<file path="src/rtl/du_reg_way0.sv">
// du_reg_way0 -- decode-to-execute pipeline register for way0.
//
// Two-entry skid buffer between the way0 decoder and the execute stage.
// The head entry drives the payload outputs directly. The skid entry
// catches one extra bundle while execute stalls. Because ready_o comes
// from a register, the execute ready never reaches the decoder/IFU in the
// same cycle.
//
// Optional feature: define DU_REG_STALL_CNT_EN to add stallCnt_o[31:0].
// It is a saturating count of cycles with valid_o && !ready_i. Only rst
// clears it; flush_i leaves it unchanged.
module du_reg_way0 #(
  parameter int PAYLOAD_W = 223,
  parameter int DEPTH     = 2
) (
  input  logic        clk,
  input  logic        rst,
  input  logic        flush_i,
  // decoder side
  input  logic        valid_i,
  output logic        ready_o,
  input  logic [4:0]  rdAddr_i,
  input  logic        rdWriteEnable_i,
  input  logic [63:0] rs1ReadData_i,
  input  logic [63:0] rs2ReadData_i,
  input  logic [63:0] imm_i,
  input  logic [6:0]  opCode_i,
  input  logic [2:0]  funct3_i,
  input  logic [6:0]  funct7_i,
  input  logic [5:0]  shamt_i,
  input  logic [1:0]  way0_pID_i,
  // execute side
  output logic        valid_o,
  input  logic        ready_i,
  output logic [4:0]  rdAddr_o,
  output logic        rdWriteEnable_o,
  output logic [63:0] rs1ReadData_o,
  output logic [63:0] rs2ReadData_o,
  output logic [63:0] imm_o,
  output logic [6:0]  opCode_o,
  output logic [2:0]  funct3_o,
  output logic [6:0]  funct7_o,
  output logic [5:0]  shamt_o,
  output logic [1:0]  way0_pID_o
`ifdef DU_REG_STALL_CNT_EN
  ,
  output logic [31:0] stallCnt_o
`endif
);

  // Occupancy encoding; the width follows DEPTH (2 entries -> 2 bits).
  typedef enum logic [$clog2(DEPTH+1)-1:0] {
    ST_EMPTY = 2'd0,
    ST_ONE   = 2'd1,
    ST_TWO   = 2'd2
  } occ_e;

  occ_e                 state_q;
  logic                 valid_q;
  logic                 ready_q;
  logic [PAYLOAD_W-1:0] head_q;
  logic [PAYLOAD_W-1:0] skid_q;

  logic                 accept_s;
  logic                 issue_s;
  logic [PAYLOAD_W-1:0] in_payload_s;

  // Handshakes use the registered ready/valid only.
  assign accept_s = valid_i & ready_q;
  assign issue_s  = valid_q & ready_i;

  // Pack the incoming bundle. The field order matches the output unpacking.
  assign in_payload_s = {rdAddr_i, rdWriteEnable_i, rs1ReadData_i,
                         rs2ReadData_i, imm_i, opCode_i, funct3_i,
                         funct7_i, shamt_i, way0_pID_i};

  // Occupancy FSM, head/skid storage and the registered valid/ready outputs.
  always_ff @(posedge clk or posedge rst) begin
    if (rst) begin
      state_q <= ST_EMPTY;
      valid_q <= 1'b0;
      ready_q <= 1'b0;
      head_q  <= {PAYLOAD_W{1'b0}};
      skid_q  <= {PAYLOAD_W{1'b0}};
    end else if (flush_i) begin
      // Drop both entries and any same-cycle accept. An issue in this
      // cycle has already been seen by execute, so it completes.
      state_q <= ST_EMPTY;
      valid_q <= 1'b0;
      ready_q <= 1'b1;
    end else begin
      case (state_q)
        ST_EMPTY: begin
          if (accept_s) begin
            head_q  <= in_payload_s;
            state_q <= ST_ONE;
            valid_q <= 1'b1;
            ready_q <= 1'b1;
          end else begin
            state_q <= ST_EMPTY;
            valid_q <= 1'b0;
            ready_q <= 1'b1;
          end
        end
        ST_ONE: begin
          if (accept_s && !issue_s) begin
            // Execute stalled: park the new bundle behind the head.
            skid_q  <= in_payload_s;
            state_q <= ST_TWO;
            valid_q <= 1'b1;
            ready_q <= 1'b0;
          end else if (issue_s && !accept_s) begin
            state_q <= ST_EMPTY;
            valid_q <= 1'b0;
            ready_q <= 1'b1;
          end else if (issue_s && accept_s) begin
            // Head leaves and the new bundle replaces it directly.
            head_q  <= in_payload_s;
            state_q <= ST_ONE;
            valid_q <= 1'b1;
            ready_q <= 1'b1;
          end else begin
            state_q <= ST_ONE;
            valid_q <= 1'b1;
            ready_q <= 1'b1;
          end
        end
        ST_TWO: begin
          if (issue_s) begin
            // The skid entry moves up to head, which keeps FIFO order.
            head_q  <= skid_q;
            state_q <= ST_ONE;
            valid_q <= 1'b1;
            ready_q <= 1'b1;
          end else begin
            state_q <= ST_TWO;
            valid_q <= 1'b1;
            ready_q <= 1'b0;
          end
        end
        default: begin
          state_q <= ST_EMPTY;
          valid_q <= 1'b0;
          ready_q <= 1'b1;
        end
      endcase
    end
  end

  assign valid_o = valid_q;
  assign ready_o = ready_q;

  // Payload outputs come straight from the head register.
  assign {rdAddr_o, rdWriteEnable_o, rs1ReadData_o, rs2ReadData_o, imm_o,
          opCode_o, funct3_o, funct7_o, shamt_o, way0_pID_o} = head_q;

`ifdef DU_REG_STALL_CNT_EN
  logic [31:0] stall_cnt_q;

  // Saturating count of cycles where execute back-pressures a valid bundle.
  always_ff @(posedge clk or posedge rst) begin
    if (rst) begin
      stall_cnt_q <= 32'd0;
    end else if (valid_q && !ready_i && (stall_cnt_q != 32'hFFFF_FFFF)) begin
      stall_cnt_q <= stall_cnt_q + 32'd1;
    end else begin
      stall_cnt_q <= stall_cnt_q;
    end
  end

  assign stallCnt_o = stall_cnt_q;
`endif

endmodule

</file>
<file path="config.mk">
export PLATFORM = sky130hd
export DESIGN_NAME = du_reg_way0
export DESIGN_NICKNAME = d
export VERILOG_FILES = /design/src/rtl/du_reg_way0.sv
export SDC_FILE = /design/constraint.sdc
export NUM_CORES = 1
export LEC_CHECK = 0
export ABC_AREA = 0
export CAP_MARGIN = 30
export CORE_ASPECT_RATIO = 0.6
export CORE_MARGIN = 4
export CORE_UTILIZATION = 46
export CTS_CLUSTER_SIZE = 16
export DETAILED_ROUTE_END_ITERATION = 10
export GPL_TIMING_DRIVEN = 1
export MAX_ROUTING_LAYER = met4
export PLACE_DENSITY_LB_ADDON = 0.3
export SLEW_MARGIN = 30
export SYNTH_ARGS = -nofsm -noshare
export SYNTH_HDL_FRONTEND = slang
export SYNTH_SLANG_ARGS = --single-unit
</file>
<file path="constraint.sdc">
create_clock -name clk -period 24.2 [get_ports clk]
set_input_delay 4.84 -clock clk [delete_from_list [all_inputs] [get_ports clk]]
set_output_delay 4.84 -clock clk [all_outputs]
set_load 0.1 [all_outputs]
</file>
==> run summary, run 1 <==
### Synth
• **top cell type by total area after synthesis** dfrtp_1
• **Synth Area in Simple Gates** 0.435%
• **Post-Synthesis Net Count** 1,458
• **Synth top area share** 56.0%
• **leading post-synthesis cells by cell area** dfrtp_1, mux2_2, mux2_4
• **Avg Cell Area, Syn** 16.4 µm²
• **post-synth cell types** 26
• **Yosys warning count** 0
• **Post-Synthesis Cells** 1,225
• **area fraction in compound gates after synthesis** 0.224%
• **Adder-Cell Fraction of Synth Area** 0.311%
• **sequential fraction of the synthesis area** 56.0%
• **post-synthesis xor/xnor area fraction** 0.0435%
• **Syn Std Cell Area** 20,100 µm²
• **number of synthesized register bits** 450
• **main combinational cell family by area after synthesis** multiplexers
• **portion of netlist area occupied by mux cells** 40.6%

### Route
• **drc violations** 0
• **aggregate routed wire length** 47.5 mm
• **via count** 11,600
• **remaining antenna violation count** 0
• **Iteration-0 DRC Markers** 511
• **wire length per cell after detailed routing** 20.8 µm
• **count of TritonRoute iterations in the first routing pass** 4
• **vias per cell** 5.10

### Critical path
• **signal arrival time at the worst endpoint** 8.24 ns
• **cell with the largest stage delay on the worst path** buf_4
• **critical-path cell list** clkdlybuf4s50_1 -> nand2_2 -> nand2_1 -> or3_4 -> buf_4 -> buf_4 -> mux2_4
• **startpoint types** input pin
• **CP Max Fanout** 51
• **critical path endpoint** skid_q[22]
• **Setup Crit Path Kind** in2reg
• **slack of the worst reg-to-reg path** 20.59 ns
• **critical register-to-register path startpoint** state_q[1]
• **delay of the slowest cell on the worst path** 0.85 ns
• **most common cell type on the critical path** buf_4
• **Worst R2R End** skid_q[22]
• **Critical Path Source** ready_i
• **Worst EP required** 24.62 ns
• **count of cells along the worst register-to-register path** 7
• **type of element capturing the critical path** flip-flop

### CTS
• **# hold bufs at CTS** 0
• **clock insertion delay at the later pin of the skew report** 0.54 ns
• **setup fix buffers added after clock tree synthesis** 0
• **root buffer cell** clkbuf_16
• **post-cts sizing count** 0
• **clock net sink count** 450
• **maximum buffer depth of the clock tree** 3
• **post-CTS clock slew at the launch and capture registers of the worst setup and hold paths** 0.06 ns
• **number of clock buffers inserted by TritonCTS** 44
• **CTS tree** done
• **H-tree depth** 2

### Global routing
• **global-route wire length before repair** 74.3 mm
• **via count of the first global-routing pass** 12,900
• **antenna violations before repair** 2
• **maximum number of pins on one net before global-route repair** 168
• **total global routing overflow** 0
• **overall track demand over capacity in global routing** 20.2%

### Layout
• **cell area after layout** 26,600 µm²
• **P&R area growth vs syn** 32.1%
• **fraction of final layout cells with drive strength greater than 1** 36.1%
• **number of nets in the finished design** 1,899

### Timing
• **max_slew headroom** 30.1%
• **final number of hold-violating endpoints** 0
• **unrepaired setup endpoints after global routing** no
• **worst-margin pin slew** 1.05 ns
• **Setup Skew** 0.0122 ns
• **minimum period implied by the final worst setup slack** 7.82 ns
• **maximum clock frequency** 128 MHz
• **fin crit share** 32.3%
• **number of failing setup endpoints in the final timing report** 0
• **Hold Worst Slack** 0.481 ns
• **Slew Limit Fails** 0
• **aggregate negative setup slack** 0 ns

### Floorplan
• **ports placed on the boundary** 453
• **die span in y** 170 µm
• **floorplan row count** 59
• **die span in x** 278 µm
• **Core Area** 43,300 µm²
• **DIE AREA** 47,300 µm²
• **initial standard-cell utilization of the core** 46.5%

### Place
• **HPWL after detailed placement** 31.7 mm
• **number of port buffers** 452
• **gp weighted congestion** 0.800
• **Area after DPL** 25,100 µm²

### Min path
• **Hold Path Class** reg2reg

### Flow run
• **max-cap violations** 0

### Run status
• **result of the run** finished, final reports clean

flip-flops by register name, summed over array words and instances, names as in the netlist:
register / flops
head_q: 223
valid_o: 1
state_q: 2
skid_q: 223
ready_o: 1
worst max-delay path: cells and delay by family:
kind                   cells  cell delay (ns)
buffers and inverters      3             2.01
and+or+nand+nor            3             0.86
muxes                      1             0.35
metal layers:
layer  part of all wire (%)  vias to the layer above  global-route usage, %
li1                       -                     5268                      -
met1                     45                     6025                   26.4
met2                     48                      250                   32.4
met3                    4.9                       83                   4.40
met4                    2.7                        0                   5.42
met5                      0                        -                      -
worst min path at each step:
stage / start / end / cells after the start / slack, ns
2_1_floorplan: skid_q[186] / skid_q[186] / 1 / 0.47
3_3_place_gp: head_q[100] / head_q[100] / 1 / 0.47
3_5_place_dp: head_q[117] / head_q[117] / 1 / 0.48
4_1_cts: head_q[117] / head_q[117] / 1 / 0.49
5_1_grt: head_q[49] / head_q[49] / 1 / 0.50
6_report: head_q[117] / head_q[117] / 1 / 0.48
metrics by stage:
step,instances,utilization (%),setup WS [ns]
after floorplan,1225,-,6.82
after global placement,2195,57.9,15.86
after detailed placement,2198,58.0,15.86
after CTS,2276,61.4,16.43
after global routing,2279,61.5,16.25
final,2279,61.5,16.38
synth_stat cells (all sizes together):
cell,number
dfrtp,450
nand4,1
nand3,2
buf,64
ha,5
xnor2,1
clkbuf,10
inv,3
nand2,5
a21oi,2
and3,2
a311oi,1
or3b,1
nor2,3
mux2,669
nor3,1
o21ai,3
o21a,1
or3,1
placed cells by master (no fill, tap or decap), types with 2 or more instances in the layout:
cell	count
a21oi_1	2
and3_1	2
buf_16	4
buf_2	16
buf_4	8
buf_6	5
bufinv_16	3
clkbuf_1	5
clkbuf_16	45
clkbuf_8	14
clkdlybuf4s50_1	435
clkinv_2	8
clkinvlp_4	2
dfrtp_1	450
diode_2	2
ha_1	4
inv_1	2
mux2_1	170
mux2_2	329
mux2_4	170
nand2_1	4
nand3_1	2
nor2_1	3
o21ai_1	2
kinds of logic (layout without fill, tap and decap cells):
family | after synthesis | after routing
and+or+nand+nor | 16 | 16
buffers and inverters | 77 | 550
xor gates and xnor gates | 1 | 1
adders and majority gates | 5 | 5
DFF | 450 | 450
AOI/OAI and AO/OA | 7 | 7
other | 0 | 2
muxes | 669 | 669
layout make-up:
cell class,count,area [µm²]
clock inverters,14,154
inverters,3,23.8
repair buffers,469,4680
fillers,3227,16700
multi-input cells,698,8400
diodes,2,5.00
clock buffers,64,1340
flip-flops and latches,450,11300
well taps,579,724
Power of run 1 is not shown: default switching activity piles up to over one toggle a cycle in this logic, so the estimate is an artifact.
==> inputs of run 2 (changes only) <==
Clock period 24.2 ns to 6.3 ns, I/O delays scaled along.
==> run 2 against run 1 <==
Net effect: worst setup slack worse by 14 ns; critical endpoint is now head_q[154]; critical path type unchanged; core utilization is 0.12 points lower; critical path depth is 1 lower.
==> run summary, run 2 (synthesized netlist as in run 1, its figures left out) <==
### CTS
• **clock net sink count** 450, unchanged
• **clock insertion delay at the later pin of the skew report** 0.54 ns, about the same
• **post-CTS clock slew at the launch and capture registers of the worst setup and hold paths** 0.06 ns, about the same
• **post-cts sizing count** 0, unchanged
• **CTS tree** done
• **H-tree depth** 2, unchanged
• **setup fix buffers added after clock tree synthesis** 0, unchanged
• **number of clock buffers inserted by TritonCTS** 43, -2.3%
• **maximum buffer depth of the clock tree** 3, unchanged
• **root buffer cell** clkbuf_16
• **# hold bufs at CTS** 0, unchanged

### Route
• **remaining antenna violation count** 0, unchanged
• **vias per cell** 5.18, +1.6%
• **count of TritonRoute iterations in the first routing pass** 4, unchanged
• **via count** 11,800, +1.4%
• **Iteration-0 DRC Markers** 566, +11%
• **aggregate routed wire length** 48.3 mm, +1.6%
• **wire length per cell after detailed routing** 21.2 µm, +1.8%
• **drc violations** 0, unchanged

### Timing
• **final number of hold-violating endpoints** 0, unchanged
• **max_slew headroom** 30.0%, -0.097 points
• **number of failing setup endpoints in the final timing report** 0, unchanged
• **Slew Limit Fails** 0, unchanged
• **maximum clock frequency** 280 MHz
• **fin crit share** 56.7%
• **minimum period implied by the final worst setup slack** 3.57 ns
• **worst-margin pin slew** 1.05 ns, +0.00145 ns
• **unrepaired setup endpoints after global routing** no
• **Setup Skew** 0.0133 ns, +0.00111 ns

### Critical path
• **Worst EP required** 6.71 ns, -17.91 ns
• **type of element capturing the critical path** flip-flop
• **Setup Crit Path Kind** in2reg
• **cell with the largest stage delay on the worst path** nand4_4
• **slack of the worst reg-to-reg path** 2.99 ns, -17.60 ns
• **CP Max Fanout** 114, +120%
• **critical-path cell list** clkdlybuf4s50_1 -> nand2_1 -> o21ai_1 -> nand4_4 -> buf_12 -> mux2_1
• **startpoint types** input pin
• **delay of the slowest cell on the worst path** 0.70 ns, -0.15 ns
• **signal arrival time at the worst endpoint** 3.98 ns, -4.26 ns

### Place
• **HPWL after detailed placement** 32.2 mm, +1.6%
• **number of port buffers** 452, unchanged
• **gp weighted congestion** 0.799, -0.11%

### Floorplan
• **die span in x** 278 µm, unchanged
• **floorplan row count** 59, unchanged
• **ports placed on the boundary** 453, unchanged
• **initial standard-cell utilization of the core** 46.5%, unchanged
• **DIE AREA** 47,300 µm², unchanged
• **Core Area** 43,300 µm², unchanged
• **die span in y** 170 µm, unchanged

### Layout
• **P&R area growth vs syn** 31.9%
• **post-layout util** 61.3%, -0.12 points
• **leading registers by flop count** head_q (223), skid_q (223), state_q (2)
• **most common library cell in the layout ignoring fill and taps** dfrtp_1
• **fraction of final layout cells with drive strength greater than 1** 35.6%, -0.50 points
• **most frequent cells in the layout** dfrtp_1, clkdlybuf4s50_1, mux2_2
• **number of nets in the finished design** 1,898, -0.053%

### Run status
• **result of the run** finished, final reports clean

### Global routing
• **global-route wire length before repair** 75.3 mm, +1.2%
• **overall track demand over capacity in global routing** 20.5%, +0.27 points
• **antenna violations before repair** 3, +1
• **total global routing overflow** 0, unchanged
• **maximum number of pins on one net before global-route repair** 168, unchanged
• **via count of the first global-routing pass** 13,000, +0.73%

### Min path
• **Hold Path Class** reg2reg

### Flow run
• **max-cap violations** 0, unchanged

==> run 2: cell count changes in the layout (fill, tap and decap cells not counted), sizes merged <==
cell,delta
buf,-2
clkinvlp,-1
bufinv,-2
clkdlybuf4s50,+2
clkinv,-4
diode,+2
==> run 2: through the flow <==
stage,instances,setup slack [ns],TNS [ns],cell area (µm²),hold WS [ns]
after floorplan,1225,-1.05,-470.30,20100,0.474
after global placement,2194,2.23,0,25100,0.474
after detailed placement,2197,2.20,0,25100,0.480
after CTS,2268,2.77,0,26500,0.494
after global routing,2273,2.62,0,26500,0.501
final,2274,2.73,0,26500,0.488
==> run 2: worst paths after layout <==
check,startpoint,cells past startpoint,end
max,valid_i,6,head_q[154]
min,head_q[103],1,head_q[103]
max reg2reg,state_q[0],6,head_q[164]
min reg2reg,head_q[103],1,head_q[103]
max in group asynchronous,rst,5,skid_q[217]
min in group asynchronous,rst,2,skid_q[175]
==> run 2: metal layers <==
| metal | vias to the layer above | track usage [%] | part of all wire, % |
|---|---|---|---|
| met4 | 0 | 5.44 | 2.2 |
| met2 | 255 | 32.6 | 49 |
| met5 | - | - | 0 |
| li1 | 5274 | - | - |
| met1 | 6186 | 27.1 | 45 |
| met3 | 74 | 4.22 | 4.4 |
==> run 2: critical path, delay by kind of cell <==
family	cells	cell delay, ns
compound gates	1	0.25
buf+inv	2	1.03
mux	1	0.42
simple gates	2	0.86
==> run 2: layout make-up <==
class | count | area (µm²)
Sequential cell | 450 | 11300
Inverter | 3 | 15.0
Clock inverter | 7 | 60.1
Tap cell | 579 | 724
Fill cell | 3251 | 16700
Timing Repair Buffer | 469 | 4740
Clock buffer | 64 | 1320
Multi-Input combinational cell | 698 | 8400
Antenna cell | 4 | 10.0
Power of run 2 is left out for the same reason.
